**src/rtl/adma_transfer_engine_pkg.sv**
```systemverilog
// rtl/adma_transfer_engine_pkg.sv - shared state encodings and direction codes for the ADMA transfer engine
package adma_transfer_engine_pkg;

    localparam int ADDR_W = 64;
    localparam int LEN_W  = 16;

    typedef enum logic [2:0] {
        ST_IDLE = 3'd0,
        ST_RD   = 3'd1,
        ST_WR   = 3'd2,
        ST_XF   = 3'd3,
        ST_DONE = 3'd4
    } adma_state_e;

    localparam logic DIR_RAM_TO_FIFO = 1'b1;
    localparam logic DIR_FIFO_TO_RAM = 1'b0;

endpackage

```
**src/rtl/adma_xfer_counter.sv**
```systemverilog
// rtl/adma_xfer_counter.sv - RAM address and remaining-word counter for one ADMA transfer
//
// Ports:
//   clk_i, rst_i           clock, asynchronous active-high reset
//   load_i                 load address_init_i / length_i (transfer accepted)
//   step_i                 one word moved: advance address, decrement count
//   address_init_i         first RAM byte address
//   length_i               words to transfer
//   ram_address_o          current RAM byte address (registered)
//   words_remaining_o      words still to move (registered)
//   last_o                 exactly one word left
module adma_xfer_counter
    import adma_transfer_engine_pkg::*;
#(
    parameter int unsigned ADDR_STEP = 4
) (
    input  logic              clk_i,
    input  logic              rst_i,
    input  logic              load_i,
    input  logic              step_i,
    input  logic [ADDR_W-1:0] address_init_i,
    input  logic [LEN_W-1:0]  length_i,
    output logic [ADDR_W-1:0] ram_address_o,
    output logic [LEN_W-1:0]  words_remaining_o,
    output logic              last_o
);

    logic [ADDR_W-1:0] addr_q, addr_d;
    logic [LEN_W-1:0]  rem_q, rem_d;

    always_comb begin
        addr_d = addr_q;
        rem_d  = rem_q;
        if (load_i) begin
            addr_d = address_init_i;
            rem_d  = length_i;
        end else if (step_i) begin
            // Address wraps modulo 2^64 without complaint.
            addr_d = addr_q + ADDR_W'(ADDR_STEP);
            rem_d  = rem_q - LEN_W'(1);
        end
    end

    always_ff @(posedge clk_i or posedge rst_i) begin
        if (rst_i) begin
            addr_q <= '0;
            rem_q  <= '0;
        end else begin
            addr_q <= addr_d;
            rem_q  <= rem_d;
        end
    end

    assign ram_address_o     = addr_q;
    assign words_remaining_o = rem_q;
    assign last_o            = (rem_q == LEN_W'(1));

endmodule

```
**src/rtl/adma_transfer_engine.sv**
```systemverilog
// rtl/adma_transfer_engine.sv - moves a block of words between system RAM and the data FIFO on request
//
// Ports:
//   clk_i, rst_i                   clock, asynchronous active-high reset
//   start_i, direction_i,
//   length_i, address_init_i       transfer request, sampled only when idle
//   ram_address_o                  current RAM byte address
//   ram_read_en_o, ram_write_en_o  RAM strobes (read data valid the following cycle)
//   ram_data_in_i, ram_data_out_o  RAM data buses
//   fifo_push_o, fifo_data_out_o,
//   fifo_full_i                    FIFO write side
//   fifo_pop_o, fifo_data_in_i,
//   fifo_empty_i                   FIFO read side (first-word-fall-through)
//   busy_o                         any state but idle
//   transfer_complete_o            one-cycle completion pulse
//   words_remaining_o              words not yet moved
module adma_transfer_engine
    import adma_transfer_engine_pkg::*;
#(
    parameter int unsigned DATA_WIDTH = 32,
    parameter int unsigned ADDR_STEP  = 4
) (
    input  logic                  clk_i,
    input  logic                  rst_i,
    input  logic                  start_i,
    input  logic                  direction_i,
    input  logic [LEN_W-1:0]      length_i,
    input  logic [ADDR_W-1:0]     address_init_i,
    output logic [ADDR_W-1:0]     ram_address_o,
    output logic                  ram_read_en_o,
    output logic                  ram_write_en_o,
    input  logic [DATA_WIDTH-1:0] ram_data_in_i,
    output logic [DATA_WIDTH-1:0] ram_data_out_o,
    output logic                  fifo_push_o,
    output logic [DATA_WIDTH-1:0] fifo_data_out_o,
    input  logic                  fifo_full_i,
    output logic                  fifo_pop_o,
    input  logic [DATA_WIDTH-1:0] fifo_data_in_i,
    input  logic                  fifo_empty_i,
    output logic                  busy_o,
    output logic                  transfer_complete_o,
    output logic [LEN_W-1:0]      words_remaining_o
);

    adma_state_e state_q, state_d;
    logic        dir_q, dir_d;
    logic        load, step, last;

    adma_xfer_counter #(
        .ADDR_STEP(ADDR_STEP)
    ) u_counter (
        .clk_i            (clk_i),
        .rst_i            (rst_i),
        .load_i           (load),
        .step_i           (step),
        .address_init_i   (address_init_i),
        .length_i         (length_i),
        .ram_address_o    (ram_address_o),
        .words_remaining_o(words_remaining_o),
        .last_o           (last)
    );

    always_ff @(posedge clk_i or posedge rst_i) begin
        if (rst_i) begin
            state_q <= ST_IDLE;
            dir_q   <= DIR_RAM_TO_FIFO;
        end else begin
            state_q <= state_d;
            dir_q   <= dir_d;
        end
    end

    always_comb begin
        state_d             = state_q;
        dir_d               = dir_q;
        load                = 1'b0;
        step                = 1'b0;
        ram_read_en_o       = 1'b0;
        ram_write_en_o      = 1'b0;
        fifo_push_o         = 1'b0;
        fifo_pop_o          = 1'b0;
        transfer_complete_o = 1'b0;
        unique case (state_q)
            ST_IDLE: begin
                if (start_i) begin
                    load  = 1'b1;
                    dir_d = direction_i;
                    if (length_i == '0)
                        state_d = ST_DONE;
                    else if (direction_i == DIR_RAM_TO_FIFO)
                        state_d = ST_RD;
                    else
                        state_d = ST_XF;
                end
            end
            // The latched direction also qualifies each data path so a
            // state upset can never strobe the path opposite to the request.
            ST_RD: begin
                if (dir_q == DIR_RAM_TO_FIFO && !fifo_full_i) begin
                    ram_read_en_o = 1'b1;
                    state_d       = ST_WR;
                end
            end
            // The engine is the only FIFO writer, so the space seen in RD
            // is still there when the read data arrives.
            ST_WR: begin
                fifo_push_o = 1'b1;
                step        = 1'b1;
                state_d     = last ? ST_DONE : ST_RD;
            end
            ST_XF: begin
                if (dir_q == DIR_FIFO_TO_RAM && !fifo_empty_i) begin
                    fifo_pop_o     = 1'b1;
                    ram_write_en_o = 1'b1;
                    step           = 1'b1;
                    if (last)
                        state_d = ST_DONE;
                end
            end
            ST_DONE: begin
                transfer_complete_o = 1'b1;
                state_d             = ST_IDLE;
            end
            default: state_d = ST_IDLE;
        endcase
    end

    assign busy_o          = (state_q != ST_IDLE);
    assign ram_data_out_o  = fifo_data_in_i;
    assign fifo_data_out_o = ram_data_in_i;

endmodule

```
**config.mk**
```make
export PLATFORM = sky130hd
export DESIGN_NAME = adma_transfer_engine
export DESIGN_NICKNAME = d
export VERILOG_FILES = /design/src/rtl/adma_transfer_engine_pkg.sv /design/src/rtl/adma_xfer_counter.sv /design/src/rtl/adma_transfer_engine.sv
export SDC_FILE = /design/constraint.sdc
export NUM_CORES = 1
export LEC_CHECK = 0
export CORE_MARGIN = 2
export CORE_UTILIZATION = 40
export DETAILED_ROUTE_END_ITERATION = 8
export HOLD_SLACK_MARGIN = 0.1
export PLACE_DENSITY_LB_ADDON = 0.25
export SYNTH_ARGS = -nofsm -noshare
export SYNTH_HDL_FRONTEND = slang
export SYNTH_SLANG_ARGS = --single-unit
```
**constraint.sdc**
```tcl
create_clock -name clk_i -period 3.4 [get_ports clk_i]
set_input_delay 0.34 -clock clk_i [delete_from_list [all_inputs] [get_ports clk_i]]
set_output_delay 0.34 -clock clk_i [all_outputs]
set_load 0.03 [all_outputs]
```
==> results.sh <==
export IMPL_areaGrowthSynthToFinish_pct=30.64
export IMPL_syn_avg_cell_area_um2=8.450
export IMPL_power_frac_comb_pct=51.3
export IMPL_die_h_um=122.3
export IMPL_synth_edff_count=0
export IMPL_first_global_vias=5372
export IMPL_register_area_um2=2103
export IMPL_vdd_ir_drop_max_mv=0.4345
export IMPL_num_fill_cells=1296
export IMPL_antenna_found_initial=0
export IMPL_tightestPinTransition_ns=0.7033
export IMPL_drt_first_pass_iters=7
export IMPL_cts_resized=0
export IMPL_endpoint_kind="flop"
export IMPL_dp_hpwl_um=13480
export IMPL_crit_cells=6
export IMPL_multi_input_area_um2=2874
export IMPL_rr_worst_depth=6
export IMPL_dr_total_vias=5703
export IMPL_synth_cell_area_um2=5594
export IMPL_r2r_end="u_counter.ram_address_o[62]$_DFFE_PP0P_"
export IMPL_grt_total_usage_pct=23.87
export IMPL_seq_area_frac_synth_pct=37.60
export IMPL_cp_top_family="simple AND/OR/NAND/NOR gates"
export IMPL_yosys_area_top_type_share_pct=37.13
export IMPL_rsz0062_at_grt="false"
export IMPL_crit_arrival_ns=2.91
export IMPL_async_flop_share_pct=100.0
export IMPL_pwr_share_seq_pct=34.1
export IMPL_cts_sinks=84
export IMPL_ctsHoldBuffers=0
export IMPL_die_w_um=122.3
export IMPL_layout_commonest_cell="clkdlybuf4s50_1"
export IMPL_layout_common_cells="clkdlybuf4s50_1, nand2_1, dfrtp_1, nor2_1, nand3_1"
export IMPL_critPathMaxStageDelay_ns=0.60
export IMPL_synth_top_cell_by_area="dfrtp_1"
export IMPL_yosysWarningCount=0
export IMPL_drt_iter0_drc=440
export IMPL_syn_inst=662
export IMPL_status="completed"
export IMPL_cts_root_buffer="clkbuf_16"
export IMPL_grt_pass1_wl_um=27900
export IMPL_clk_pin_slew_worst_paths_ns=0.06
export IMPL_reg2reg_slack_ns=0.77
export IMPL_antenna_left=0
export IMPL_finalNonFillerCells=946
export IMPL_slew_viol_final=0
export IMPL_crit_path_start="u_counter.ram_address_o[2]$_DFFE_PP0P_"
export IMPL_wirelength_um=18020
export IMPL_grt_max_degree=71
export IMPL_critPathKind="reg2reg"
export IMPL_rows=43
export IMPL_antenna_cells=0
export IMPL_ys_top_cells_by_area="dfrtp_1, buf_4, nand2_1"
export IMPL_hp_class="in2async"
export IMPL_ys_flop_type="dfrtp_1"
export IMPL_path_max_fanout=19
export IMPL_power_density_nw_per_um2=876.2
export IMPL_core_area_um2=13770
export IMPL_dieArea_um2=14950
export IMPL_top_level_ports=300
export IMPL_p_leak_nw=2.719
export IMPL_fmax_ghz=0.3795
export IMPL_num_nets_final=915
export IMPL_p_sw_share_pct=47.55
export IMPL_path_buf_inv=0
export IMPL_cts_setup_buffers=0
export IMPL_ys_types=58
export IMPL_layout_min_cycle_time_ns=2.635
export IMPL_max_cap_viol_count=0
export IMPL_place_gp_congestion=0.9117
export IMPL_hold_viol=0
export IMPL_final_setup_skew_ns=0.008593
export IMPL_cts_tree="yes"
export IMPL_place_port_buffers=171
export IMPL_routedWlPerCell_um=19.05
export IMPL_path_cells="ha_1, nand2_1, nor4_4, nand4_4, or4_1, a31oi_1"
export IMPL_p_sw_mw=3.044
export IMPL_numCtsBuffers=9
export IMPL_clockBufferDepth=2
export IMPL_syn_nets=815
export IMPL_synth_seq_cells=84
export IMPL_cts_htree_levels=3
export IMPL_crit_path_start_kind="flop"
export IMPL_final_layout_size_suffix_gt1_share_pct=4.830
export IMPL_cpMaxStageDelayCell="or4_1"
export IMPL_grt_overflow_total=0
export IMPL_p_clk_share_pct=14.6
export IMPL_drc=0
export IMPL_p_int_mw=3.359
export IMPL_required_ns=3.68
export IMPL_via_per_inst=6.029
export IMPL_r2r_start="u_counter.ram_address_o[2]$_DFFE_PP0P_"
export IMPL_worstSkewPairLatency_ns=0.35
export IMPL_fin_crit_sh_pct=77.50
export IMPL_setup_viol=0
export IMPL_crit_path_end="u_counter.ram_address_o[62]$_DFFE_PP0P_"
export IMPL_fin_tns_setup_ns=0
export IMPL_dp_cells=931
export IMPL_start_util_pct=40.62
export IMPL_slew_headroom_pct=52.68
==> power groups by stage <==
stage	clock network [mW]	registers, mW	logic, mW
after floorplan	0	2.82	1.32
after global placement	0	2.15	3.24
after global routing	0.993	2.26	3.52
after CTS	0.947	2.17	3.30
final	0.936	2.18	3.28
after detailed placement	0	2.18	3.28
==> worst min path at each step <==
stage / startpoint / to / slack, ns / cells past startpoint
finish: rst_i / u_counter.words_remaining_o[3]$_DFFE_PP0P_ / 0.39 / 2
CTS: rst_i / u_counter.words_remaining_o[3]$_DFFE_PP0P_ / 0.43 / 2
global placement: u_counter.ram_address_o[0]$_DFFE_PP0P_ / u_counter.ram_address_o[0]$_DFFE_PP0P_ / 0.46 / 2
global route: rst_i / u_counter.words_remaining_o[8]$_DFFE_PP0P_ / 0.47 / 2
floorplan: direction_i / dir_q$_DFFE_PP1P_ / 0.42 / 2
detailed placement: u_counter.ram_address_o[0]$_DFFE_PP0P_ / u_counter.ram_address_o[0]$_DFFE_PP0P_ / 0.47 / 2
==> metal layers <==
layer / share of wire (%) / track usage, % / up-vias
met4: 2.9 / 9.698 / 0
met5: 0 / 0 / -
met3: 9.0 / 6.552 / 51
met1: 42 / 30.34 / 2753
li1: - / - / 2619
met2: 46 / 38.44 / 280
==> per-stage QoR <==
stage          total power, mW  setup WS, ns  util, %  area, um^2  hold slack, ns
6_report                 6.403        0.7651    53.06        7308          0.3938
5_1_grt                  6.778        0.5892    53.06        7308          0.4716
4_1_cts                  6.412        0.7801    53.06        7308          0.4289
3_5_place_dp             5.463        0.7003    51.10        7038          0.4737
3_3_place_gp             5.397        0.7820    51.10        7038          0.4582
2_1_floorplan            4.141        0.8965        -        5594          0.4230
==> state kept, by name, summed over array words and instances (netlist names) <==
name and count:
u_counter.words_remaining_o 16, state_q 3, u_counter.ram_address_o 64, dir_q 1
==> final cells by class <==
cell class	instances	area share [%]
Sequential cell	84	28.78
Tap cell	180	3.082
Inverter	10	0.5307
Timing Repair Buffer	179	24.58
Clock buffer	13	3.561
Multi-Input combinational cell	478	39.33
Clock inverter	2	0.1370
==> cells in the mapped netlist, types with 6 or more instances <==
master / instances
o211ai_1: 18
xor2_1: 11
nor3_1: 15
a21oi_1: 15
dfrtp_1: 83
a221o_1: 7
and4_1: 7
nand3_1: 39
xnor2_1: 10
nor2_1: 48
or4_1: 14
nand4_1: 28
o21ai_0: 35
nand2_1: 96
o311ai_0: 11
buf_4: 65
inv_1: 10
or3_1: 19
clkbuf_1: 19
a31oi_1: 18
nor4_1: 18
and3_1: 6
==> kinds of logic after synthesis <==
| group | share of synthesized area [%] |
|---|---|
| AOI/OAI and AO/OA | 15.72 |
| xor gates and xnor gates | 3.288 |
| adders and majority gates | 0.6711 |
| buffers and inverters | 11.14 |
| DFF | 37.60 |
| muxes | 0.7381 |
| and+or+nand+nor | 30.84 |
Power figures use the tool's default switching activity.
